===== src/rtl/alu_issue_sched.sv =====
// ALU issue scheduler: holds dispatched ops, wakes operands from the CDB, issues one READY op per cycle.
// Optional ALU_ISSUE_AGE_EN: oldest-first select instead of round-robin.
module alu_issue_sched #(
  parameter int ENTRIES = 4,
  parameter int TAG_W   = 4
) (
  input  logic             clk_in,
  input  logic             rst_in,
  input  logic             rdy_in,
  input  logic             flush_in,
  input  logic             disp_valid_in,
  input  logic [5:0]       disp_op_in,
  input  logic [31:0]      disp_vi_in,
  input  logic [31:0]      disp_vj_in,
  input  logic             disp_qi_valid_in,
  input  logic             disp_qj_valid_in,
  input  logic [TAG_W-1:0] disp_qi_in,
  input  logic [TAG_W-1:0] disp_qj_in,
  input  logic [31:0]      disp_imm_in,
  input  logic [31:0]      disp_pc_in,
  input  logic [4:0]       disp_rd_in,
  input  logic             disp_itype_in,
  output logic             full_out,
  input  logic             cdb_valid_in,
  input  logic [TAG_W-1:0] cdb_tag_in,
  input  logic [31:0]      cdb_val_in,
  output logic [5:0]       alu_op_out,
  output logic [31:0]      alu_vi_out,
  output logic [31:0]      alu_vj_out,
  output logic [31:0]      alu_imm_out,
  output logic [31:0]      alu_pc_out,
  output logic [4:0]       alu_rd_out,
  output logic             alu_itype_out
);
  localparam int DATA_W = 32;
  localparam int IDX_W  = $clog2(ENTRIES);

  typedef enum logic [1:0] {E_FREE = 2'd0, E_WAIT = 2'd1, E_READY = 2'd2} ent_t;

  ent_t              st_q    [ENTRIES];
  logic [ENTRIES-1:0] qiv_q, qjv_q, itype_q;
  logic [TAG_W-1:0]  qi_q    [ENTRIES];
  logic [TAG_W-1:0]  qj_q    [ENTRIES];
  logic [DATA_W-1:0] vi_q    [ENTRIES];
  logic [DATA_W-1:0] vj_q    [ENTRIES];
  logic [DATA_W-1:0] imm_q   [ENTRIES];
  logic [DATA_W-1:0] pc_q    [ENTRIES];
  logic [5:0]        op_q    [ENTRIES];
  logic [4:0]        rd_q    [ENTRIES];

  logic [ENTRIES-1:0] hit_i, hit_j;
  logic [IDX_W-1:0]   disp_idx, sel_idx;
  logic               have_free, sel_vld, disp_fire;
  logic               dcap_i, dcap_j, dpend_i, dpend_j;

`ifdef ALU_ISSUE_AGE_EN
  logic [IDX_W-1:0] rank_q [ENTRIES];
  logic [IDX_W:0]   occ;
  logic [IDX_W-1:0] new_rank;
`else
  logic [IDX_W-1:0] ptr_q;
  logic [IDX_W-1:0] cand;
`endif

  // Free-slot search, wake-up match and dispatch-time CDB capture
  always_comb begin
    have_free = 1'b0;
    disp_idx  = '0;
    for (int e = ENTRIES - 1; e >= 0; e--) begin
      if (st_q[e] == E_FREE) begin
        have_free = 1'b1;
        disp_idx  = IDX_W'(e);
      end
    end
    for (int e = 0; e < ENTRIES; e++) begin
      hit_i[e] = cdb_valid_in && (st_q[e] == E_WAIT) && qiv_q[e] && (qi_q[e] == cdb_tag_in);
      hit_j[e] = cdb_valid_in && (st_q[e] == E_WAIT) && qjv_q[e] && (qj_q[e] == cdb_tag_in);
    end
    dcap_i    = disp_qi_valid_in && cdb_valid_in && (disp_qi_in == cdb_tag_in);
    dcap_j    = disp_qj_valid_in && cdb_valid_in && (disp_qj_in == cdb_tag_in);
    dpend_i   = disp_qi_valid_in && !dcap_i;
    dpend_j   = disp_qj_valid_in && !dcap_j;
    disp_fire = rdy_in && !flush_in && disp_valid_in && have_free;
  end

  assign full_out = !have_free;

`ifdef ALU_ISSUE_AGE_EN
  always_comb begin
    sel_vld = 1'b0;
    sel_idx = '0;
    occ     = '0;
    for (int e = 0; e < ENTRIES; e++) begin
      if (st_q[e] != E_FREE) occ = occ + (IDX_W+1)'(1);
      if (st_q[e] == E_READY && (!sel_vld || rank_q[e] < rank_q[sel_idx])) begin
        sel_vld = 1'b1;
        sel_idx = IDX_W'(e);
      end
    end
    new_rank = IDX_W'(occ - (IDX_W+1)'(sel_vld));
  end
`else
  // Round-robin: first READY entry at or after the pointer, wrapping
  always_comb begin
    sel_vld = 1'b0;
    sel_idx = '0;
    cand    = '0;
    for (int k = ENTRIES - 1; k >= 0; k--) begin
      cand = ptr_q + IDX_W'(k);
      if (st_q[cand] == E_READY) begin
        sel_vld = 1'b1;
        sel_idx = cand;
      end
    end
  end
`endif

  // Control state and issue register
  always_ff @(posedge clk_in or negedge rst_in) begin
    if (!rst_in) begin
      for (int e = 0; e < ENTRIES; e++) st_q[e] <= E_FREE;
      qiv_q         <= '0;
      qjv_q         <= '0;
      alu_op_out    <= '0;
      alu_vi_out    <= '0;
      alu_vj_out    <= '0;
      alu_imm_out   <= '0;
      alu_pc_out    <= '0;
      alu_rd_out    <= '0;
      alu_itype_out <= 1'b0;
`ifdef ALU_ISSUE_AGE_EN
      for (int e = 0; e < ENTRIES; e++) rank_q[e] <= '0;
`else
      ptr_q <= '0;
`endif
    end else if (rdy_in) begin
      if (flush_in) begin
        for (int e = 0; e < ENTRIES; e++) st_q[e] <= E_FREE;
        alu_op_out <= '0;
`ifndef ALU_ISSUE_AGE_EN
        ptr_q <= '0;
`endif
      end else begin
        if (sel_vld) begin
          alu_op_out    <= op_q[sel_idx];
          alu_vi_out    <= vi_q[sel_idx];
          alu_vj_out    <= vj_q[sel_idx];
          alu_imm_out   <= imm_q[sel_idx];
          alu_pc_out    <= pc_q[sel_idx];
          alu_rd_out    <= rd_q[sel_idx];
          alu_itype_out <= itype_q[sel_idx];
          st_q[sel_idx] <= E_FREE;
`ifdef ALU_ISSUE_AGE_EN
          for (int e = 0; e < ENTRIES; e++) begin
            if (st_q[e] != E_FREE && rank_q[e] > rank_q[sel_idx]) rank_q[e] <= rank_q[e] - IDX_W'(1);
          end
`else
          ptr_q <= sel_idx + IDX_W'(1);
`endif
        end else begin
          alu_op_out <= '0;
        end
        for (int e = 0; e < ENTRIES; e++) begin
          if (st_q[e] == E_WAIT) begin
            if (hit_i[e]) qiv_q[e] <= 1'b0;
            if (hit_j[e]) qjv_q[e] <= 1'b0;
            if ((!qiv_q[e] || hit_i[e]) && (!qjv_q[e] || hit_j[e])) st_q[e] <= E_READY;
          end
        end
        if (disp_fire) begin
          st_q[disp_idx]  <= (dpend_i || dpend_j) ? E_WAIT : E_READY;
          qiv_q[disp_idx] <= dpend_i;
          qjv_q[disp_idx] <= dpend_j;
`ifdef ALU_ISSUE_AGE_EN
          rank_q[disp_idx] <= new_rank;
`endif
        end
      end
    end
  end

  // Entry payload: written on dispatch and operand capture only
  always_ff @(posedge clk_in) begin
    if (rdy_in && !flush_in) begin
      for (int e = 0; e < ENTRIES; e++) begin
        if (hit_i[e]) vi_q[e] <= cdb_val_in;
        if (hit_j[e]) vj_q[e] <= cdb_val_in;
      end
      if (disp_fire) begin
        op_q[disp_idx]    <= disp_op_in;
        vi_q[disp_idx]    <= dcap_i ? cdb_val_in : disp_vi_in;
        vj_q[disp_idx]    <= dcap_j ? cdb_val_in : disp_vj_in;
        qi_q[disp_idx]    <= disp_qi_in;
        qj_q[disp_idx]    <= disp_qj_in;
        imm_q[disp_idx]   <= disp_imm_in;
        pc_q[disp_idx]    <= disp_pc_in;
        rd_q[disp_idx]    <= disp_rd_in;
        itype_q[disp_idx] <= disp_itype_in;
      end
    end
  end

endmodule


===== config.mk =====
export PLATFORM = sky130hd
export DESIGN_NAME = alu_issue_sched
export DESIGN_NICKNAME = d
export VERILOG_FILES = /design/src/rtl/alu_issue_sched.sv
export SDC_FILE = /design/constraint.sdc
export NUM_CORES = 1
export LEC_CHECK = 0
export BUFFER_PORTS_ARGS = -buffer_cell sky130_fd_sc_hd__buf_4
export CAP_MARGIN = 20
export CORE_MARGIN = 5
export CORE_UTILIZATION = 30
export CTS_BUF_LIST = sky130_fd_sc_hd__clkbuf_2
export CTS_CLUSTER_SIZE = 12
export DETAILED_ROUTE_END_ITERATION = 8
export GPL_TIMING_DRIVEN = 1
export PLACE_DENSITY_LB_ADDON = 0.12
export SYNTH_ARGS = -nofsm -noshare
export SYNTH_HDL_FRONTEND = slang
export SYNTH_SLANG_ARGS = --single-unit

===== constraint.sdc =====
create_clock -name clk_in -period 4.1 [get_ports clk_in]
set_input_delay 0.615 -clock clk_in [delete_from_list [all_inputs] [get_ports clk_in]]
set_output_delay 0.615 -clock clk_in [all_outputs]
set_load 0.01 [all_outputs]

After elaboration in Yosys (flattened, before gate mapping)
Memories as Yosys holds them, arrays and structs flattened. A register that Yosys moved wholly into a read port is not among the register bits.
Index checks and enable logic that the tools add are counted.
{ "totals": {"mem_bits_rw": 588, "ff_bits": 29, "word_cells": 258, "mem_count": 8} }
{ "memory_table": {"columns": ["memory", "depth", "width", "rd", "rd_ports_with_merged_regs", "wr", "line_no", "rtl"], "rows": [
  ["imm_q", 4, 32, 1, 1, 1, "46", "logic [DATA_W-1:0] imm_q [ENTRIES];"],
  ["pc_q", 4, 32, 1, 1, 1, "47", "logic [DATA_W-1:0] pc_q [ENTRIES];"],
  ["vi_q", 4, 32, 1, 1, 5, "44", "logic [DATA_W-1:0] vi_q [ENTRIES];"],
  ["vj_q", 4, 32, 1, 1, 5, "45", "logic [DATA_W-1:0] vj_q [ENTRIES];"],
  ["op_q", 4, 6, 1, 0, 1, "48", "logic [5:0] op_q [ENTRIES];"],
  ["rd_q", 4, 5, 1, 1, 1, "49", "logic [4:0] rd_q [ENTRIES];"],
  ["2 more memories", null, null, null, null, null, null, null]
]} }
{ "classes": {"n_reduce_logical": 71, "bitwise": 9, "n_addsub": 4, "mux": 127, "magnitude_cmp": 11, "eq_ne": 18} }
{ "ops": {"columns": ["op", "count"], "rows": [
  ["two-way mux 2 bit", 37],
  ["two-way mux 1 bit", 69],
  ["two-way mux 32 bit", 2],
  ["equality test 4 bit", 10],
  ["logical AND 1 bit", 36],
  ["two-way mux 8 bit", 3],
  [">= comparator 3 bit (second input constant)", 6],
  ["NOT 2 -> 3 bit", 6],
  ["zero test 1 bit", 17],
  ["binary-select mux 2 bit (select 2 bit)", 4],
  ["bitwise mux 4 bit", 3],
  ["two-way mux 6 bit", 2],
  ["logical OR 1 bit", 9],
  ["AND 8 bit", 1],
  ["bitwise mux 8 bit", 1],
  ["demux 2 bit (select 2 bit)", 2],
  ["equality test 2 x 1 -> 1 bit (second input constant)", 4],
  ["equality test 2 bit (second input constant)", 4],
  ["zero test 2 bit", 4],
  ["two-way mux 4 bit", 2],
  ["NOT 8 bit", 1],
  ["less-than comparator 2 x 3 -> 1 bit (second input constant)", 2],
  ["less-than comparator 3 x 1 -> 1 bit (second input constant)", 2],
  ["AND reduction 2 bit", 3],
  ["other kinds (8)", 10]
]} }

Longest topological paths before layout
{ "logic_depth": {"word_depth": 25, "ltp_mapped": 10} }

Worst setup path before layout
Ideal clock, no wire load.
{ "synth_path": {"kind": "input to register", "start": "input flush_in", "end": "memory vj_q[1][0], enable pin", "t_required_ns": 3.712, "cell_stages": 8, "path_buffers": 3, "arrival_time_ns": 3.999, "slack_ns": -0.286, "path_cell_list": "buf_2 > nor2b_4 > buf_6 > nand3b_4 > or3_1 > buf_2 > inv_1 > a21o_1"} }
{ "synth_lines": {"columns": ["element", "line_no", "rtl"], "rows": [
  ["start, declared", "10", "input logic flush_in,"],
  ["end, declared", "45", null]
]} }

==> run metrics <==
status=finished clean; CP Capture Type=flip-flop; IO buf count=332; die span in x=approximately 330 um; Maximum Capacitance Violations=0; start-to-end type of the worst setup path=in2reg; max-slew violation count=0; hold-fix buffer count after cts=approximately 430; most frequent cell on the critical path=sky130_fd_sc_hd__dlygate4sd3_1; H-tree level count=4; GR peak layer=met2; largest stage delay on the critical path=0.78 ns; Worst Tran Pin Value=1.07 ns; setup repair after global routing missed its margin=false; worst relative slew slack=0.285; fraction of the yosys area taken by sequential cells=0.687; ratio of final minimum period to clock period=0.935; Post-DP HPWL=approximately 60,000 um; met2 demand-to-capacity share in global routing=0.298; pin count of the biggest net entering global routing=95; clock tree from TritonCTS=yes; Worst Setup Start Kind=input pin; Sink Count=750; WL final=101,000 um; buffer type at the clock tree root=sky130_fd_sc_hd__clkbuf_2; later-pin clock latency in the skew report=between 1 and 1.5 ns; Avg Inst Size Synth=roughly 17 sq um; number of enable-type register cells in the synthesized netlist=just under 600; PwrDens=~470 mW/mm^2; cells resized by post-CTS repair=0; fraction of layout instances using a drive strength above 1=0.355; Setup Buffers After CTS=0; critical path peak fanout=19; CP max stage cell=sky130_fd_sc_hd__or4_1; global router's overall resource usage=0.176; final number of hold-violating endpoints=0; number of vias per cell=about 4.7; Place WS=a little under 0.7 ns; Req. time, crit path=5.26 ns; met1 GRT Util=0.219; detailed-router iteration count before antenna repair=5; number of antenna violations at the first check in global routing=17; Die H=335 um; DR vias=about 20,000; most common cell in the synthesized netlist=sky130_fd_sc_hd__edfxtp_1; post-synth top area share=0.562; vias in the first global route=21,900; detailed router's first-iteration violation count=about 1,100; number of ports placed on the die boundary=approximately 330; classification of the worst-slack hold path=in2reg; Final Net Count=about 3,000; crit path time final=~3.8 ns; post-route DRC violation count=0; clock buffer depth=3; Synth Flop Type=sky130_fd_sc_hd__edfxtp_1; peak clock frequency supported by timing=261 MHz; number of buffers created by CTS=200; cell type contributing the most total cell area after synthesis=sky130_fd_sc_hd__edfxtp_1; cells taking the most area after synthesis=sky130_fd_sc_hd__edfxtp_1, sky130_fd_sc_hd__dfrtp_1, sky130_fd_sc_hd__mux2_2, sky130_fd_sc_hd__mux2i_1, sky130_fd_sc_hd__a2bb2oi_1; top cells by count, synth=sky130_fd_sc_hd__edfxtp_1, sky130_fd_sc_hd__mux2i_1, sky130_fd_sc_hd__mux2_2; endpoint arrival time on the critical path=roughly 5.0 ns; Core Footprint=between 0.1 and 0.15 sq mm; worst vdd ir=a little under 0.2 mV; Initial Utilization=0.301; relative area change from synthesis to final layout=33.2%; async set or reset register ratio after synthesis=0.211; Setup violations, final=0; post-CTS clock slew at the launch and capture registers of the worst setup and hold paths=approximately 0.09 ns; count of mapped cells out of synthesis=1,897; remaining global-route overflow=0; Critical Path, Cell by Cell=dlygate4sd3_1 > buf_4 > dlygate4sd3_1 > nor2b_4 > nand3b_4 > or4_1 > nor2_8 > buf_12 > mux2_2 > dlygate4sd3_1; DR WL/cell=~23 um; Setup WS post-layout=~0.27 ns; met3 Usage GRT=0.0475; standard-cell row count=about 120; unique cell type count in the Yosys netlist=63; final setup TNS=0 ns; static power due to leakage=approximately 17 nW; Yosys warnings=0; Final GP Congestion=between 0.7 and 0.8; Post-DRT Antenna Nets=0; area of the die=between 0.1 and 0.15 sq mm; flops & latches, synth=750; first-pass GRT wire length=approximately 150,000 um; Final Skew=roughly 0.12 ns; Syn Std Cell Area=roughly 0.032 sq mm; post-synthesis net count=2,089
## final timing paths
check / from / end / slack (ns) / cells after the start
worst max-delay path: rdy_in / vi_q[2][0] / 0.27 / 10
worst min-delay path: cdb_val_in[26] / vj_q[0][26] / 0.24 / 3
worst max register to register: st_q[5] / vi_q[2][0] / 0.50 / 6
worst min register to register: vj_q[1][17] / alu_vj_out[17] / 0.45 / 2
max in group asynchronous: rst_in / alu_vi_out[4] / 3.25 / 4
min in group asynchronous: rst_in / alu_vj_out[14] / 0.40 / 4
## registers in the layout, summed over array words and instances (netlist names)
register and flops:
qiv_q 4, qjv_q 4, st_q 8, alu_vj_out 32
alu_op_out 6, alu_rd_out 5, op_q 24, vi_q 128
rd_q 20, qi_q 16, qj_q 16, ptr_q 2
pc_q 128, vj_q 128, alu_pc_out 32, itype_q 4
alu_imm_out 32, alu_vi_out 32, alu_itype_out 1, imm_q 128
## worst max-delay path: cells and delay by family
family	cells	cell delay, ns
buffers and inverters	5	2.23
AND/OR/NAND/NOR	4	1.77
multiplexers	1	0.35
## report_power, final
group / leakage (nW) / total [mW] / switching, mW / internal [mW]
logic: 8.60 / 4.70 / 2.39 / 2.31
registers: 7.35 / 9.76 / 0.603 / 9.16
clock network: 1.51 / 5.43 / 3.16 / 2.27
total: 17.5 / 19.9 / 6.16 / 13.7
## through the flow
| step | area (sq um) | util | std cells | hold WS, ns | power [mW] |
|---|---|---|---|---|---|
| 2_1_floorplan | 31700 | - | 1897 | 0.319 | 12.0 |
| 3_3_place_gp | 35900 | 0.342 | 3558 | 0.474 | 14.3 |
| 3_5_place_dp | 35900 | 0.342 | 3559 | 0.478 | 14.4 |
| 4_1_cts | 42100 | 0.401 | 4358 | 0.00258 | 20.3 |
| 5_1_grt | 42200 | 0.401 | 4367 | 0.0637 | 21.1 |
| 6_report | 42200 | 0.401 | 4368 | 0.243 | 19.9 |
## layer usage
layer  vias to the layer above  wire length (um)  part of all wire
li1                       9404                 -                 -
met1                     10300             42800              0.43
met2                       572             49200              0.49
met3                       168              6140             0.061
met4                        12              2340             0.023
met5                         -                76           0.00076
## placed cells by master (no fill, tap or decap), types with 8 or more instances in the layout
cell,netlist,final
sky130_fd_sc_hd__a222oi_1,27,27
sky130_fd_sc_hd__edfxtp_1,592,592
sky130_fd_sc_hd__xor2_1,22,22
sky130_fd_sc_hd__diode_2,0,10
sky130_fd_sc_hd__o21ai_1,81,81
sky130_fd_sc_hd__mux2_2,218,218
sky130_fd_sc_hd__dlygate4sd3_1,0,428
sky130_fd_sc_hd__nand3_1,10,10
sky130_fd_sc_hd__nor2_1,17,17
sky130_fd_sc_hd__dfrtp_1,158,158
sky130_fd_sc_hd__a21oi_1,10,10
sky130_fd_sc_hd__a2bb2oi_1,108,108
sky130_fd_sc_hd__mux2_4,60,60
sky130_fd_sc_hd__mux2i_1,226,226
sky130_fd_sc_hd__o221ai_1,8,8
sky130_fd_sc_hd__nand2_1,63,56
sky130_fd_sc_hd__buf_12,6,24
sky130_fd_sc_hd__clkbuf_2,2,335
sky130_fd_sc_hd__o21ai_0,68,68
sky130_fd_sc_hd__clkinv_1,1,18
sky130_fd_sc_hd__clkinv_2,0,8
sky130_fd_sc_hd__buf_4,26,362
sky130_fd_sc_hd__xnor2_1,18,18
## layout make-up
| cell class | count | area, sq um |
|---|---|---|
| Multi-Input combinational cell | 1018 | 9170 |
| Clock inverter | 35 | 219 |
| Tap cell | 1391 | 1740 |
| Timing Repair Buffer | 817 | 7550 |
| Fill cell | 10000 | 63000 |
| Sequential cell | 750 | 21700 |
| Antenna cell | 10 | 25.0 |
| Clock buffer | 335 | 1680 |
| Inverter | 12 | 56.3 |
## logic make-up (layout without fill, tap and decap cells)
group | count (synthesis) | in the layout | synth area share
flops | 750 | 750 | 0.687
mux | 509 | 509 | 0.179
compound gates | 329 | 329 | 0.0729
simple gates | 140 | 140 | 0.0232
buf+inv | 129 | 1199 | 0.0270
xor+xnor | 40 | 40 | 0.0111
other cells | 0 | 10 | 0
No activity file was read; power rests on OpenSTA's default activity.
